### config.mk
export PLATFORM = sky130hd
export DESIGN_NAME = pll_lock_mgr
export DESIGN_NICKNAME = d
export VERILOG_FILES = /design/src/rtl/pll_lock_mgr.sv
export SDC_FILE = /design/constraint.sdc
export NUM_CORES = 1
export LEC_CHECK = 0
export ABC_CLOCK_PERIOD_IN_PS = 3200
export BUFFER_PORTS_ARGS = -buffer_cell sky130_fd_sc_hd__buf_4
export CAP_MARGIN = 20
export CORE_ASPECT_RATIO = 0.8
export CORE_MARGIN = 8
export CORE_UTILIZATION = 45
export CTS_CLUSTER_DIAMETER = 100
export DETAILED_ROUTE_END_ITERATION = 10
export PLACE_DENSITY = 0.6
export SKIP_LAST_GASP = 1
export SYNTH_ARGS = -nofsm -noshare
export SYNTH_HDL_FRONTEND = slang
export SYNTH_SLANG_ARGS = --single-unit
### constraint.sdc
create_clock -name clk -period 3.2 [get_ports clk]
set_input_delay 0.48 -clock clk [delete_from_list [all_inputs] [get_ports clk]]
set_output_delay 0.48 -clock clk [all_outputs]
set_load 0.01 [all_outputs]
### src/rtl/pll_lock_mgr.sv
// pll_lock_mgr: PLL lock supervisor with retry/fail handling and a
// request/acknowledge phase-step sequencer. Runs on the PLL reference clock.
module pll_lock_mgr #(
   parameter int unsigned RST_PULSE_CYCLES    = 16,
   parameter int unsigned LOCK_STABLE_CYCLES  = 1024,
   parameter int unsigned LOCK_TIMEOUT_CYCLES = 65536,
   parameter int unsigned MAX_RETRY           = 3,
   parameter int unsigned PHASE_STEP_GAP      = 4
) (
   input  logic       clk,
   input  logic       rst,
   input  logic       pll_lock_i,
   output logic       pll_rst_o,
   output logic       clk_ready_o,
   output logic       sys_rst_o,
   output logic       fail_o,
   output logic [3:0] retry_cnt_o,
   input  logic       ps_req_i,
   input  logic       ps_dir_i,
   input  logic [2:0] ps_sel_i,
   output logic       ps_ack_o,
   output logic       ps_busy_o,
   output logic [2:0] phase_sel_o,
   output logic       phase_dir_o,
   output logic       phase_step_n_o
);

   localparam int unsigned RST_W = $clog2(RST_PULSE_CYCLES + 1);
   localparam int unsigned STB_W = $clog2(LOCK_STABLE_CYCLES + 1);
   localparam int unsigned TO_W  = $clog2(LOCK_TIMEOUT_CYCLES + 1);
   localparam int unsigned GAP_W = $clog2(PHASE_STEP_GAP + 1);

   typedef enum logic [2:0] {
      SUP_RESET,
      SUP_WAIT_LOCK,
      SUP_STABLE,
      SUP_READY,
      SUP_FAIL
   } sup_state_e;

   typedef enum logic [1:0] {
      PS_IDLE,
      PS_SETUP,
      PS_STROBE,
      PS_GAP
   } ps_state_e;

   // Lock synchronizer
   logic lock_meta_q, lock_sync_q;

   // Supervisor state
   sup_state_e       sup_q, sup_d;
   logic [RST_W-1:0] rst_cnt_q, rst_cnt_d;
   logic [STB_W-1:0] stb_cnt_q, stb_cnt_d;
   logic [STB_W-1:0] stb_next_c;
   logic [TO_W-1:0]  to_cnt_q, to_cnt_d;
   logic [3:0]       retry_q, retry_d;
   logic             pll_rst_q, clk_ready_q, sys_rst_q, fail_q;

   // Phase-step state
   ps_state_e        ps_q, ps_d;
   logic [GAP_W-1:0] gap_q, gap_d;
   logic [2:0]       sel_q, sel_d;
   logic             dir_q, dir_d;
   logic             ack_q, ack_d;
   logic             busy_q, step_n_q;
   logic             ready_hold_c;

   // Two-flop synchronizer for the asynchronous lock input
   always_ff @(posedge clk) begin
      if (rst) begin
         lock_meta_q <= 1'b0;
         lock_sync_q <= 1'b0;
      end else begin
         lock_meta_q <= pll_lock_i;
         lock_sync_q <= lock_meta_q;
      end
   end

   // Supervisor state, counters and registered status outputs
   always_ff @(posedge clk) begin
      if (rst) begin
         sup_q       <= SUP_RESET;
         rst_cnt_q   <= '0;
         stb_cnt_q   <= '0;
         to_cnt_q    <= '0;
         retry_q     <= '0;
         pll_rst_q   <= 1'b1;
         clk_ready_q <= 1'b0;
         sys_rst_q   <= 1'b1;
         fail_q      <= 1'b0;
      end else begin
         sup_q       <= sup_d;
         rst_cnt_q   <= rst_cnt_d;
         stb_cnt_q   <= stb_cnt_d;
         to_cnt_q    <= to_cnt_d;
         retry_q     <= retry_d;
         pll_rst_q   <= (sup_d == SUP_RESET) || (sup_d == SUP_FAIL);
         clk_ready_q <= (sup_d == SUP_READY);
         sys_rst_q   <= (sup_d != SUP_READY);
         fail_q      <= (sup_d == SUP_FAIL);
      end
   end

   // Supervisor next-state: reset pulse, lock qualification, timeout/retry
   always_comb begin
      sup_d      = sup_q;
      rst_cnt_d  = rst_cnt_q;
      stb_cnt_d  = stb_cnt_q;
      to_cnt_d   = to_cnt_q;
      retry_d    = retry_q;
      stb_next_c = '0;

      case (sup_q)
         SUP_RESET: begin
            to_cnt_d  = '0;
            stb_cnt_d = '0;
            if (rst_cnt_q == RST_W'(RST_PULSE_CYCLES - 1)) begin
               rst_cnt_d = '0;
               sup_d     = SUP_WAIT_LOCK;
            end else begin
               rst_cnt_d = rst_cnt_q + RST_W'(1);
            end
         end

         SUP_WAIT_LOCK, SUP_STABLE: begin
            to_cnt_d = to_cnt_q + TO_W'(1);
            // Timeout wins over a lock-stable completion in the same cycle
            if (to_cnt_q == TO_W'(LOCK_TIMEOUT_CYCLES - 1)) begin
               stb_cnt_d = '0;
               if (retry_q == 4'(MAX_RETRY)) begin
                  sup_d = SUP_FAIL;
               end else begin
                  retry_d = retry_q + 4'd1;
                  sup_d   = SUP_RESET;
               end
            end else if (!lock_sync_q) begin
               stb_cnt_d = '0;
               sup_d     = SUP_WAIT_LOCK;
            end else begin
               stb_next_c = (sup_q == SUP_WAIT_LOCK) ? STB_W'(1) : stb_cnt_q + STB_W'(1);
               if (stb_next_c == STB_W'(LOCK_STABLE_CYCLES)) begin
                  stb_cnt_d = '0;
                  retry_d   = '0;
                  sup_d     = SUP_READY;
               end else begin
                  stb_cnt_d = stb_next_c;
                  sup_d     = SUP_STABLE;
               end
            end
         end

         SUP_READY: begin
            if (!lock_sync_q) begin
               rst_cnt_d = '0;
               sup_d     = SUP_RESET;
            end
         end

         SUP_FAIL: begin
            sup_d = SUP_FAIL;
         end

         default: begin
            rst_cnt_d = '0;
            sup_d     = SUP_RESET;
         end
      endcase
   end

   // Phase-step state and registered PLL phase controls
   always_ff @(posedge clk) begin
      if (rst) begin
         ps_q     <= PS_IDLE;
         gap_q    <= '0;
         sel_q    <= '0;
         dir_q    <= 1'b0;
         ack_q    <= 1'b0;
         busy_q   <= 1'b0;
         step_n_q <= 1'b1;
      end else begin
         ps_q     <= ps_d;
         gap_q    <= gap_d;
         sel_q    <= sel_d;
         dir_q    <= dir_d;
         ack_q    <= ack_d;
         busy_q   <= (ps_d != PS_IDLE);
         step_n_q <= (ps_d != PS_STROBE);
      end
   end

   // Phase-step next-state; any exit from READY aborts the step silently
   always_comb begin
      ps_d         = ps_q;
      gap_d        = gap_q;
      sel_d        = sel_q;
      dir_d        = dir_q;
      ack_d        = 1'b0;
      ready_hold_c = (sup_q == SUP_READY) && (sup_d == SUP_READY);

      if (!ready_hold_c) begin
         ps_d  = PS_IDLE;
         gap_d = '0;
      end else begin
         case (ps_q)
            PS_IDLE: begin
               if (ps_req_i && !ack_q) begin
                  sel_d = ps_sel_i;
                  dir_d = ps_dir_i;
                  ps_d  = PS_SETUP;
               end
            end
            PS_SETUP: begin
               ps_d = PS_STROBE;
            end
            PS_STROBE: begin
               gap_d = '0;
               ps_d  = PS_GAP;
            end
            PS_GAP: begin
               if (gap_q == GAP_W'(PHASE_STEP_GAP - 1)) begin
                  gap_d = '0;
                  ack_d = 1'b1;
                  ps_d  = PS_IDLE;
               end else begin
                  gap_d = gap_q + GAP_W'(1);
               end
            end
            default: begin
               ps_d = PS_IDLE;
            end
         endcase
      end
   end

   assign pll_rst_o      = pll_rst_q;
   assign clk_ready_o    = clk_ready_q;
   assign sys_rst_o      = sys_rst_q;
   assign fail_o         = fail_q;
   assign retry_cnt_o    = retry_q;
   assign ps_ack_o       = ack_q;
   assign ps_busy_o      = busy_q;
   assign phase_sel_o    = sel_q;
   assign phase_dir_o    = dir_q;
   assign phase_step_n_o = step_n_q;

endmodule
# == Yosys cells after proc, flatten, opt, wreduce, memory -nomap -nowiden ==
# Cells that the tools add are included.
# W data, S select, Z words.
# word_totals
ff_bits,58
latch_bits,0
mem_bits_rw,0
mem_bits_ro,0
input_bits,8
wordCells,90
n_memories,0
# op_classes
addsub,5
multipliers,0
n_div,0
magnitude_cmp,0
eq_ne,18
n_shift,0
mux,27
bitwise_logic,3
n_reduce_logical,19
# op_table
operator,n
$mux W11,4
$pmux W17 S2,1
$pmux W11 S2,1
$add A17 B1 Y17 const B,1
$eq A17 B16 Y1 const B,1
$mux W4,4
$mux W3,5
$pmux W5 S3,1
$eq A3 B2 Y1 const B,4
$pmux W3 S4,1
$add A11 B1 Y11 const B,1
$eq A11 B11 Y1 const B,1
$mux W5,2
$reduce_bool A2 Y1,5
$mux W2,4
$pmux W2 S4,1
$eq A3 B3 Y1 const B,2
$logic_not A3 Y1,2
$ne A2 B2 Y1 const B,3
$pmux W3 S2,1
$reduce_or A3 Y1,2
$add A5 B1 Y5 const B,1
$eq A5 B4 Y1 const B,1
$add A4 B1 Y4 const B,1
other kinds (16),22

# == Depth between registers and ports, before layout ==
# Gate-level depths: netlist of the first run.
# logic_depth
ltp_word,11
depth_mapped,11
mapped_depth_nobuf,11

# == Worst setup path before layout of the first run ==
# OpenSTA, ideal clock, no wires.
# synth_timing
kind,register -> register
from,register to_cnt_q[6]
to,register retry_q[2] (netlist: retry_cnt_o[2])
setup_ns,0.124
t_arrival_ns,2.042
required_ns,3.076
slack_ns,1.035
stages_incl_launch_ff,12
path_buffers,0
period_less_slack_ns,2.165
path_cell_list,dfxtp_1 > nand4_1 > nor2_1 > nand4_1 > nor4_1 > ha_1 > nand2_1 > nor3_1 > nor2_1 > a21o_1 > o311ai_1 > nor3_2
# synth_via
elab_chain_len,3
# synth_rtl
element,line,text
"start, declared",56,"logic [TO_W-1:0] to_cnt_q, to_cnt_d;"
"start signal, assigned",96,to_cnt_q <= to_cnt_d;
$eq A17 B16 Y1 (*),129,if (to_cnt_q == TO_W'(LOCK_TIMEOUT_CYCLES - 1)) begin
$ne A2 B2 Y1 (no line) or $reduce_bool A2 Y1 (tied branches),--,
$reduce_and A4 Y1 (no line),--,
"end signal, assigned",97,retry_q <= retry_d;
"end, declared",57,"logic [3:0] retry_q, retry_d;"
# Every way passes the cells marked *; elsewhere a longest branch is shown, timed or not.
# A chain may end at the register's enable or synchronous reset.

# == Final worst setup path of the first run ==
# layout_timing
from,register to_cnt_q[6]
to,register stb_cnt_q[8]
# layout_via
elab_chain_len,3
# layout_rtl
element,line,text
$eq A17 B16 Y1,129,
$mux W11,129,
$pmux W11 S2,114,case (sup_q)
"end signal, assigned",95,stb_cnt_q <= stb_cnt_d;
"end, declared",54,"logic [STB_W-1:0] stb_cnt_q, stb_cnt_d;"
# Every way passes these cells.

==> metrics.md, run 1 <==
| Metric | Value |
|---|---|
| Routed via count | 2648 |
| Post-DP HPWL | between 4000 and 5000 µm |
| WL per Instance | between 10 and 15 µm |
| Worst-case reg-to-reg path depth | 11 |
| Global-route wire length before repair | approximately 12000 µm |
| P_leak | around 0.0012 µW |
| Measured slew at the worst slew-check pin | 645 ps |
| Met2 GRT Util | approximately 23% |
| Min cycle time layout | 2670 ps |
| Slew Viols, Final | 0 |
| CP Capture Type | flop |
| Synthesized area per cell | about 8.1 µm² |
| Seq/Total Area, Yosys | about two fifths |
| Clock Tree Root | clkbuf_8 |
| Synth Net Count | between 300 and 400 |
| Hold Buf Count CTS | 0 |
| Share of cells above drive strength 1 | 14.4% |
| Congestion Overflow GR | 0 |
| Via density | roughly 5.6 |
| Data arrival time of the worst path | around 2900 ps |
| DRC violations left | 0 |
| Total negative setup slack | 0 ps |
| Worst r2r dst | stb_cnt_q[8] |
| Die width | between 100 and 150 µm |
| Max Fclk | roughly 0.37 GHz |
| Crit share post-route | 83.6% |
| Slowest stage delay, CP | 410 ps |
| Fin util | approximately 53% |
| Met3 GRT Util | 5.53% |
| Routed wire length | ~7000 µm |
| Syn Std Cell Area | a little under 3000 µm² |
| Initial Utilization | between 40% and 50% |
| Initial DRC Count | between 100 and 150 |
| Commonest non-fill, non-tap cell in the layout | dfxtp_1 |
| Initial antenna violation count | 0 |
| Vias in the first global route | about 2400 |
| HP Class | input port to flop |
| Max IR drop VDD | roughly 0.28 mV |
| Synth Instances | approximately 370 |
| Status | completed |
| Post-CTS Resized | 0 |
| Final nets | 397 |
| Relative slew slack | 56.9% |
| Routed Antenna Nets | 0 |
| Maxcap violations | 0 |
| Ys async rst share | 0% |
| Fillers | 628 |
| Critical path class | flop to flop |
| CP Cell Sequence | nand4_1 -> nor2_1 -> nand4_1 -> nor4_1 -> ha_1 -> buf_4 -> nor4_1 -> buf_4 -> a21oi_1 -> nor2_1 -> o21a_1 |
| PortBufs | 22 |
| Unrepaired setup endpoints after global routing | no |
| CP max FO | 11 |
| Hold Slack | 375 ps |
| Ports | 23 |
| CTS tree | yes |
| Clk_skew | between 10 and 15 ps |
| Clk sinks | 58 |
| P&R area growth vs syn | 14.1% |
| #FFs+latches synth | 58 |
| Post-synth EDFFs | 0 |
| Most frequent cells in the layout | 58 x dfxtp_1, 55 x nor2_1, 32 x nand2_1 |
| Die area | about 9500 µm² |
| Clock Tree Buf Depth | 2 |
| Die height | 88.7 µm |
| Met1 usage | roughly a fifth |
| CP max stage cell | dfxtp_1 |
| Core Footprint | about 6400 µm² |
| Post-CTS Repair Setup Buffers | 0 |
| H-tree depth | 3 |
| Final hold vios | 0 |
| RR Startpoint | to_cnt_q[6] |
| HP Start | ps_dir_i |
| Inserted Diodes | 0 |
| Hold endpoint | phase_dir_o |
| YS warnings | 0 |
| Pwr/cell area | approximately 440 nW/µm² |
| Ys flop type | dfxtp_1 |
| Critical Path Start Type | flop |
| Worst-path clk slew | 60 ps |
| Num CTS Buffers | 9 |
| Final setup fails | 0 |
| Worst-Skew Late Latency | 330 ps |
| Row count | 26 |
| GRT Util Overall | between 10% and 20% |
| R2R setup slack | 530 ps |
| TritonRoute pass-1 iters | 4 |
| Layer with the highest usage | met2 |
| Largest net degree at the start of global routing | 43 |
| Post-synth cell types | 54 |
| Data required, critical path | ~3400 ps |
| GPL Wtd Cong | between 0.7 and 0.8 |
| WHS Path Cells | 3 |
[final cells by class]
class | count | area [µm²] | area share [%]
clock inverter | 5 | 77.6 | 2.29
multi-input combinational | 281 | 1690 | 49.7
clock buffer | 11 | 141 | 4.17
inverter | 7 | 26.3 | 0.774
sequential | 58 | 1160 | 34.2
timing repair buffer | 26 | 195 | 5.75
tap | 84 | 105 | 3.10
[synthesized netlist by cell type, drive strengths merged, types with 7 or more instances]
cell type | n | area, µm²
buf | 9 | 57.6
inv | 7 | 26.3
nand4 | 8 | 50.1
a21oi | 29 | 149
nand3 | 18 | 90.1
o21ai | 20 | 100
clkbuf | 11 | 41.3
nand2 | 33 | 126
dfxtp | 58 | 1160
nor3 | 20 | 115
nor2 | 55 | 206
a311oi | 10 | 100
[critical path, delay by kind of cell, from the launching register on]
| family | cells | cell delay (ps) |
|---|---|---|
| AOI/OAI and AO/OA | 2 | 320 |
| adders and majority gates | 1 | 400 |
| buffers and inverters | 2 | 430 |
| DFF | 1 | 410 |
| and+or+nand+nor | 6 | 1020 |
[kinds of logic after synthesis]
family,share of synthesized area [%]
buffers and inverters,4.21
DFF,39.0
xor gates and xnor gates,2.06
adders and majority gates,2.52
AOI/OAI and AO/OA,22.0
muxes,2.06
and+or+nand+nor,28.1
[report_power, final]
group | switching (µW) | total, µW | leakage [µW] | internal [µW]
clock network | 286 | 743 | 0.000109 | 457
logic | 17.0 | 28.7 | 0.000595 | 11.7
registers | 4.17 | 731 | 0.000468 | 726
total | 307 | 1500 | 0.00117 | 1200
[sequential cells by signal, summed over array words and instances (netlist names)]
register,cells
phase_sel_o,3
to_cnt_q,17
gap_q,3
lock_sync_q,1
pll_rst_o,1
fail_o,1
rst_cnt_q,5
clk_ready_o,1
ps_q,2
ps_busy_o,1
lock_meta_q,1
ps_ack_o,1
retry_cnt_o,4
sup_q,3
stb_cnt_q,11
phase_step_n_o,1
sys_rst_o,1
phase_dir_o,1
[metal layers]
metal | vias up | part of all wire, % | routed length (µm)
met5 | - | 0 | 0
met4 | 0 | 0.73 | 50
met3 | 5 | 6.6 | 452
met2 | 57 | 42 | 2860
met1 | 1219 | 51 | 3470
li1 | 1367 | - | -
[worst max-delay path by stage]
stage / startpoint / to / slack (ps) / depth (start not counted)
global route: to_cnt_q[6] / stb_cnt_q[6] / 200 / 12
finish: to_cnt_q[6] / stb_cnt_q[8] / 530 / 11
detailed placement: to_cnt_q[6] / stb_cnt_q[6] / 560 / 12
global placement: to_cnt_q[6] / stb_cnt_q[8] / 660 / 11
floorplan: to_cnt_q[6] / retry_cnt_o[2] / 1030 / 11
CTS: to_cnt_q[6] / clk_ready_o / 530 / 11
[metrics by stage]
step / setup WS (ps) / std cells / total power, µW / cell area [µm²]
floorplan: 1030 / 366 / 763 / 2970
global placement: 658 / 456 / 775 / 3180
detailed placement: 555 / 456 / 776 / 3180
CTS: 531 / 472 / 1530 / 3390
global route: 197 / 472 / 1570 / 3390
finish: 526 / 472 / 1500 / 3390
No activity file was read; power rests on OpenSTA's default activity.
==> inputs of run 2 (changes only) <==
--- a/config.mk
+++ b/config.mk
@@ -5,7 +5,7 @@
 export SDC_FILE = /design/constraint.sdc
 export NUM_CORES = 1
 export LEC_CHECK = 0
-export ABC_CLOCK_PERIOD_IN_PS = 3200
+export ABC_CLOCK_PERIOD_IN_PS = 2500
 export BUFFER_PORTS_ARGS = -buffer_cell sky130_fd_sc_hd__buf_4
 export CAP_MARGIN = 20
 export CORE_ASPECT_RATIO = 0.8
==> constraint.sdc (replaced) <==
create_clock -name clk -period 2.5 [get_ports clk]
set_input_delay 0.375 -clock clk [delete_from_list [all_inputs] [get_ports clk]]
set_output_delay 0.375 -clock clk [all_outputs]
set_load 0.01 [all_outputs]
==> run 2 against run 1 <==
  * Sequential power is 28% higher
  * Worst setup slack got worse by 350 ps
  * Via count up 3.2%
  * Cell area is 3.0% higher
  * Clock-buffer cell count up 2
  * Clock skew is 1.4 ps lower
  * Fmax rose by 15%
  * Critical path type unchanged
==> metrics.md, run 2 (synthesis gave the netlist of run 1 again) <==
| Metric | Value |
|---|---|
| Status | completed |
| Critical path class | flop to flop |
| Clock Tree Buf Depth | 2 (unchanged) |
| Min cycle time layout | 2320 ps (-352 ps) |
| DRC violations left | 0 (unchanged) |
| Final setup fails | 0 (unchanged) |
| Data arrival time of the worst path | 2560 ps (-340 ps) |
| P&R area growth vs syn | 17.6% |
| Worst-case reg-to-reg path depth | 7 (-4) |
| Routed Antenna Nets | 0 (unchanged) |
| GRT Util Overall | 15.9% (+0.53 points) |
| Slew Viols, Final | 0 (unchanged) |
| Core Footprint | 6380 µm² (unchanged) |
| Largest Register | to_cnt_q |
| CP max FO | 7 (-4) |
| Unrepaired setup endpoints after global routing | no |
| Worst-path clk slew | 70 ps (about the same) |
| Slowest stage delay, CP | 440 ps (+30 ps) |
| Die height | 88.7 µm (unchanged) |
| R2R setup slack | 180 ps (-350 ps) |
| CTS tree | yes |
| Commonest non-fill, non-tap cell in the layout | dfxtp_1 |
| Routed wire length | 7060 µm (+3.3%) |
| Fillers | 623 (-0.80%) |
| Hold endpoint | lock_meta_q |
| Pwr/cell area | 489 nW/µm² (+10%) |
| Via density | 5.58 (-0.62%) |
| Clk sinks | 58 (unchanged) |
| Final hold vios | 0 (unchanged) |
| WL per Instance | 14.4 µm (-0.53%) |
| WHS Path Cells | 2 (-1) |
| CP Capture Type | flop |
| Measured slew at the worst slew-check pin | 791 ps (+146 ps) |
| Congestion Overflow GR | 0 (unchanged) |
| Initial antenna violation count | 0 (unchanged) |
| P_leak | 0.00125 µW (+6.4%) |
| H-tree depth | 3 (unchanged) |
| Die area | 9480 µm² (unchanged) |
| CP max stage cell | dfxtp_1 |
| PortBufs | 22 (unchanged) |
| Largest register FFs | 17 (unchanged) |
| CP Cell Sequence | ha_1 -> nand3_1 -> or2_1 -> a311o_1 -> o2111ai_2 -> nand2_2 -> a311oi_2 |
| Total negative setup slack | 0 ps (unchanged) |
| Worst r2r dst | retry_cnt_o[0] |
| Vias in the first global route | 2569 (+5.1%) |
| Global-route wire length before repair | 12200 µm (+4.2%) |
| Final nets | 415 (+4.5%) |
| Clock Tree Root | clkbuf_8 |
| Initial Utilization | 46.6% (unchanged) |
| Initial DRC Count | 206 (+72%) |
| Routed via count | 2732 (+3.2%) |
| RR Startpoint | stb_cnt_q[1] |
| Largest net degree at the start of global routing | 42 (-2.3%) |
| TritonRoute pass-1 iters | 4 (unchanged) |
| Biggest regs | to_cnt_q: 17 flops, stb_cnt_q: 11 flops, rst_cnt_q: 5 flops |
| Num CTS Buffers | 9 (unchanged) |
| Crit share post-route | 92.9% (+9.3 points) |
| Clk_skew | 8.89 ps (-1.36 ps) |
| Inserted Diodes | 0 (unchanged) |
| Worst-Skew Late Latency | 330 ps (about the same) |
| GPL Wtd Cong | 0.788 (+2.6%) |
| Post-DP HPWL | 4970 µm (+3.9%) |
| Final non-filler cell total | 490 (+3.8%) |
| Data required, critical path | 2730 ps (-700 ps) |
| HP Start | pll_lock_i |
| Ports | 23 (unchanged) |
| Max IR drop VDD | 0.330 mV (+19%) |
| Max Fclk | 0.431 GHz (+15%) |
| Most frequent cells in the layout | 58 x dfxtp_1, 54 x nor2_1, 44 x buf_4 |
| Maxcap violations | 0 (unchanged) |
| Placed Cells | 473 (+3.7%) |
| HP Class | input port to flop |
| Critical Path Start Type | flop |
| Relative slew slack | 47.2% (-9.7 points) |
| Share of cells above drive strength 1 | 19.0% (+4.5 points) |
| Die width | 107 µm (unchanged) |
| Row count | 26 (unchanged) |
## run 2: changes by cell type in the layout (fill, tap and decap cells not counted), sizes merged
cell and delta:
clkbuf +2, clkinvlp -1, clkinv +1, bufinv -2, buf +18
## run 2: cell type report
| class | count | area (µm²) | area share, % |
|---|---|---|---|
| Clock buffer | 13 | 149 | 4.26 |
| Inverter | 7 | 26.3 | 0.751 |
| Clock inverter | 3 | 15.0 | 0.429 |
| Tap cell | 84 | 105 | 3.01 |
| Timing Repair Buffer | 44 | 330 | 9.45 |
| Sequential cell | 58 | 1160 | 33.2 |
| Multi-Input combinational cell | 281 | 1710 | 48.9 |
## run 2: worst max path at each step
stage / to / slack [ps] / cells after the start / start
finish: retry_cnt_o[0] / 180 / 7 / stb_cnt_q[1]
detailed placement: retry_cnt_o[2] / 20 / 12 / to_cnt_q[7]
CTS: retry_cnt_o[2] / 9 / 12 / to_cnt_q[7]
global placement: retry_cnt_o[2] / 130 / 12 / to_cnt_q[7]
floorplan: retry_cnt_o[2] / 330 / 11 / to_cnt_q[6]
global route: retry_cnt_o[2] / 30 / 12 / to_cnt_q[7]
## run 2: metal layers
metal	global-route usage [%]	wire length, µm	up-vias
met5	0	0	-
met4	3.57	23	0
met3	5.60	417	2
met2	24.2	3050	63
met1	20.9	3570	1258
li1	-	-	1409
## run 2: power by group
group	internal, µW	switching [µW]	total [µW]
clock	383	353	736
combinational	16.8	22.7	39.5
sequential	930	4.29	934
total	1330	380	1710
## run 2: critical path, delay by kind of cell (launching register included)
family	cells	cell delay, ps
AOI/OAI and AO/OA	3	840
and+or+nand+nor	3	570
DFF	1	440
adders and majority gates	1	360
## run 2: timing repair
action                                  in CTS  in global routing
endpoints found under the setup margin       0                 10
hold buffers                                 0                  0
buffers inserted                             0                  1
gates resized for setup                      0                  5
## run 2: metrics by stage
step	cell area, µm²	hold slack (ps)	total power [µW]	util, %	setup WS, ps
after global routing	3500	244	1790	54.8	25.3
after detailed placement	3300	417	994	51.8	24.3
after global placement	3300	414	993	51.8	131
final	3500	264	1710	54.8	178
after floorplan	2970	405	976	-	335
after CTS	3470	249	1740	54.4	9.33
==> inputs of run 3 (changes only) <==
--- a/config.mk
+++ b/config.mk
@@ -10,10 +10,10 @@
 export CAP_MARGIN = 20
 export CORE_ASPECT_RATIO = 0.8
 export CORE_MARGIN = 8
-export CORE_UTILIZATION = 45
+export CORE_UTILIZATION = 40
 export CTS_CLUSTER_DIAMETER = 100
 export DETAILED_ROUTE_END_ITERATION = 10
-export PLACE_DENSITY = 0.6
+export PLACE_DENSITY = 0.54
 export SKIP_LAST_GASP = 1
 export SYNTH_ARGS = -nofsm -noshare
 export SYNTH_HDL_FRONTEND = slang
==> run 3 against run 2 <==
  * Via count decreased by 1.0%
  * Die area increased by 10%
  * Global-route usage decreased by 1.9 points
  * Core utilization decreased by 7.2 points
  * Register-to-register slack about the same
  * Non-clock buffer count decreased by 9
  * Worst setup slack improved by 14 ps
  * Sequential share of layout area increased by 0.22 points
  * Combinational power decreased by 9.1%
  * Fmax increased by 0.61%
==> metrics.md, run 3 (synthesis gave the netlist of run 1 again) <==
| Metric | Value |
|---|---|
| CP Capture Type | flop |
| Sequential share of power | 50.6% (-4.0 points) |
| Final setup fails | 0 (unchanged) |
| Placed Cells | 471 (-0.42%) |
| Critical path class | flop to flop |
| Critical Path Start Type | flop |
| Routed via count | 2704 (-1.0%) |
| Total negative setup slack | 0 ps (unchanged) |
| HP Class | input port to flop |
| Hold Buf Count CTS | 0 (unchanged) |
| Num CTS Buffers | 9 (unchanged) |
| Min cycle time layout | 2310 ps (-14.1 ps) |
| Fin util | 47.7% (-7.2 points) |
| TritonRoute pass-1 iters | 4 (unchanged) |
| Initial DRC Count | 171 (-17%) |
| Slowest stage delay, CP | 430 ps (about the same) |
| Die height | 93.1 µm (+5.0%) |
| Die area | 10500 µm² (+10%) |
| Via density | 5.55 (-0.42%) |
| Crit path max-delay family | compound AO/OA/AOI/OAI gates |
| WL per Instance | 14.4 µm (-0.31%) |
| Final nets | 406 (-2.2%) |
| Share of cells above drive strength 1 | 17.6% (-1.3 points) |
| Congestion Overflow GR | 0 (unchanged) |
| GRT Util Overall | 14.0% (-1.9 points) |
| CP max stage cell | dfxtp_1 |
| Final non-filler cell total | 487 (-0.61%) |
| Biggest regs | to_cnt_q: 17 flops, stb_cnt_q: 11 flops, rst_cnt_q: 5 flops |
| Inserted Diodes | 0 (unchanged) |
| Row count | 28 (+7.7%) |
| Pwr Total | 1850 µW (+8.2%) |
| Worst-Skew Late Latency | 330 ps (about the same) |
| Clock Tree Root | clkbuf_8 |
| Most frequent cells in the layout | 58 x dfxtp_1, 54 x nor2_1, 34 x buf_4 |
| Relative slew slack | 55.3% (+8.2 points) |
| Largest register FFs | 17 (unchanged) |
| Largest net degree at the start of global routing | 43 (+2.4%) |
| Data required, critical path | 2740 ps (about the same) |
| DRC violations left | 0 (unchanged) |
| Ports | 23 (unchanged) |
| Routed wire length | 6990 µm (-0.92%) |
| CP Cell Sequence | ha_1 -> nand3_1 -> or2_1 -> a311o_1 -> o211ai_1 -> a21oi_1 -> a211oi_1 |
| Max IR drop VDD | 0.306 mV (-7.3%) |
| Global-route wire length before repair | 12100 µm (-0.79%) |
| Die width | 112 µm (+5.2%) |
| Cell Int Power | 1450 µW (+9.4%) |
| Initial Utilization | 40.8% (-5.8 points) |
| Max Fclk | 0.433 GHz (+0.61%) |
| Slew Viols, Final | 0 (unchanged) |
| Net Sw Frac | 21.4% (-0.87 points) |
| Worst-path clk slew | 60 ps (about the same) |
| GPL Wtd Cong | 0.787 (-0.13%) |
| Maxcap violations | 0 (unchanged) |
| H-tree depth | 3 (unchanged) |
| Largest Register | to_cnt_q |
| CP max FO | 7 (unchanged) |
| Crit share post-route | 92.3% (-0.56 points) |
| Pwr/cell area | 532 nW/µm² (+8.9%) |
| Routed Antenna Nets | 0 (unchanged) |
| Status | completed |
| Clk sinks | 58 (unchanged) |
| PortBufs | 22 (unchanged) |
| Final hold vios | 0 (unchanged) |
| Fillers | 740 (+19%) |
| P&R area growth vs syn | 16.8% |
| Clock power share | 47.5% (+4.5 points) |
| Measured slew at the worst slew-check pin | 668 ps (-123 ps) |
| Commonest non-fill, non-tap cell in the layout | dfxtp_1 |
| Clk_skew | 9.84 ps (+0.950 ps) |
| CTS tree | yes |
| Unrepaired setup endpoints after global routing | no |
| Core Footprint | 7290 µm² (+14%) |
| Clock Tree Buf Depth | 2 (unchanged) |
| Psw | 395 µW (+3.9%) |
| Data arrival time of the worst path | 2550 ps (about the same) |
| Vias in the first global route | 2534 (-1.4%) |
| Initial antenna violation count | 0 (unchanged) |
| Post-DP HPWL | 4890 µm (-1.6%) |
| Combinational fraction of design power | 1.9% (-0.4 points) |
| Worst path buffer plus inverter count | 0 (unchanged) |
| P_leak | 0.00122 µW (-2.2%) |
## run 3: cell count changes in the layout (fill, tap and decap cells not counted), sizes merged
cell,previous run,this run
buf,44,35
clkinvlp,0,1
bufinv,0,1
clkbuf,13,11
## run 3: layer usage
| metal | share of wire (%) | routed length (µm) | global-route usage (%) | vias to the layer above |
|---|---|---|---|---|
| li1 | - | - | - | 1399 |
| met1 | 52 | 3610 | 18.8 | 1249 |
| met2 | 43 | 3040 | 21.2 | 51 |
| met3 | 4.1 | 285 | 4.25 | 5 |
| met4 | 0.82 | 57 | 4.26 | 0 |
| met5 | 0 | 0 | 0 | - |
## run 3: worst reg2reg max path, stage by stage (launching register included)
cell and delay [ps]:
dfxtp_1 430, ha_1 350, nand3_1 180, or2_1 290, a311o_1 430, o211ai_1 200
a21oi_1 110, a211oi_1 230
## run 3: cell type report
| cell class | instances | area (µm²) | share of cell area [%] |
|---|---|---|---|
| sequential | 58 | 1160 | 33.4 |
| inverter | 7 | 26.3 | 0.756 |
| timing repair buffer | 35 | 267 | 7.67 |
| tap | 90 | 113 | 3.24 |
| clock buffer | 11 | 151 | 4.36 |
| clock inverter | 5 | 52.6 | 1.51 |
| multi-input combinational | 281 | 1700 | 49.0 |
## run 3: through the flow
step,instance area (µm²),hold WS [ps],worst slack (ps)
2_1_floorplan,2970,405,335
3_3_place_gp,3250,412,182
3_5_place_dp,3250,421,90.0
4_1_cts,3450,246,90.2
5_1_grt,3470,262,22.2
6_report,3470,258,192
## run 3: power groups by stage
stage | clock, µW | combinational, µW | sequential, µW
floorplan | 0 | 22.1 | 954
global placement | 0 | 36.1 | 955
detailed placement | 0 | 36.6 | 956
CTS | 907 | 36.6 | 935
global route | 953 | 41.4 | 935
finish | 878 | 35.9 | 935
## run 3: worst paths after layout
path                      from           end  slack (ps)  cells after the start
hold / removal      pll_lock_i   lock_meta_q         260                      2
hold reg to reg       gap_q[2]      gap_q[2]         430                      2
setup reg to reg  stb_cnt_q[1]  stb_cnt_q[2]         190                      7
setup / recovery  stb_cnt_q[1]  stb_cnt_q[2]         190                      7
## run 3: repair_timing
action | CTS | global route
endpoints found under the setup margin | 0 | 14
gates resized for setup | 0 | 5
buffers inserted | 0 | 0
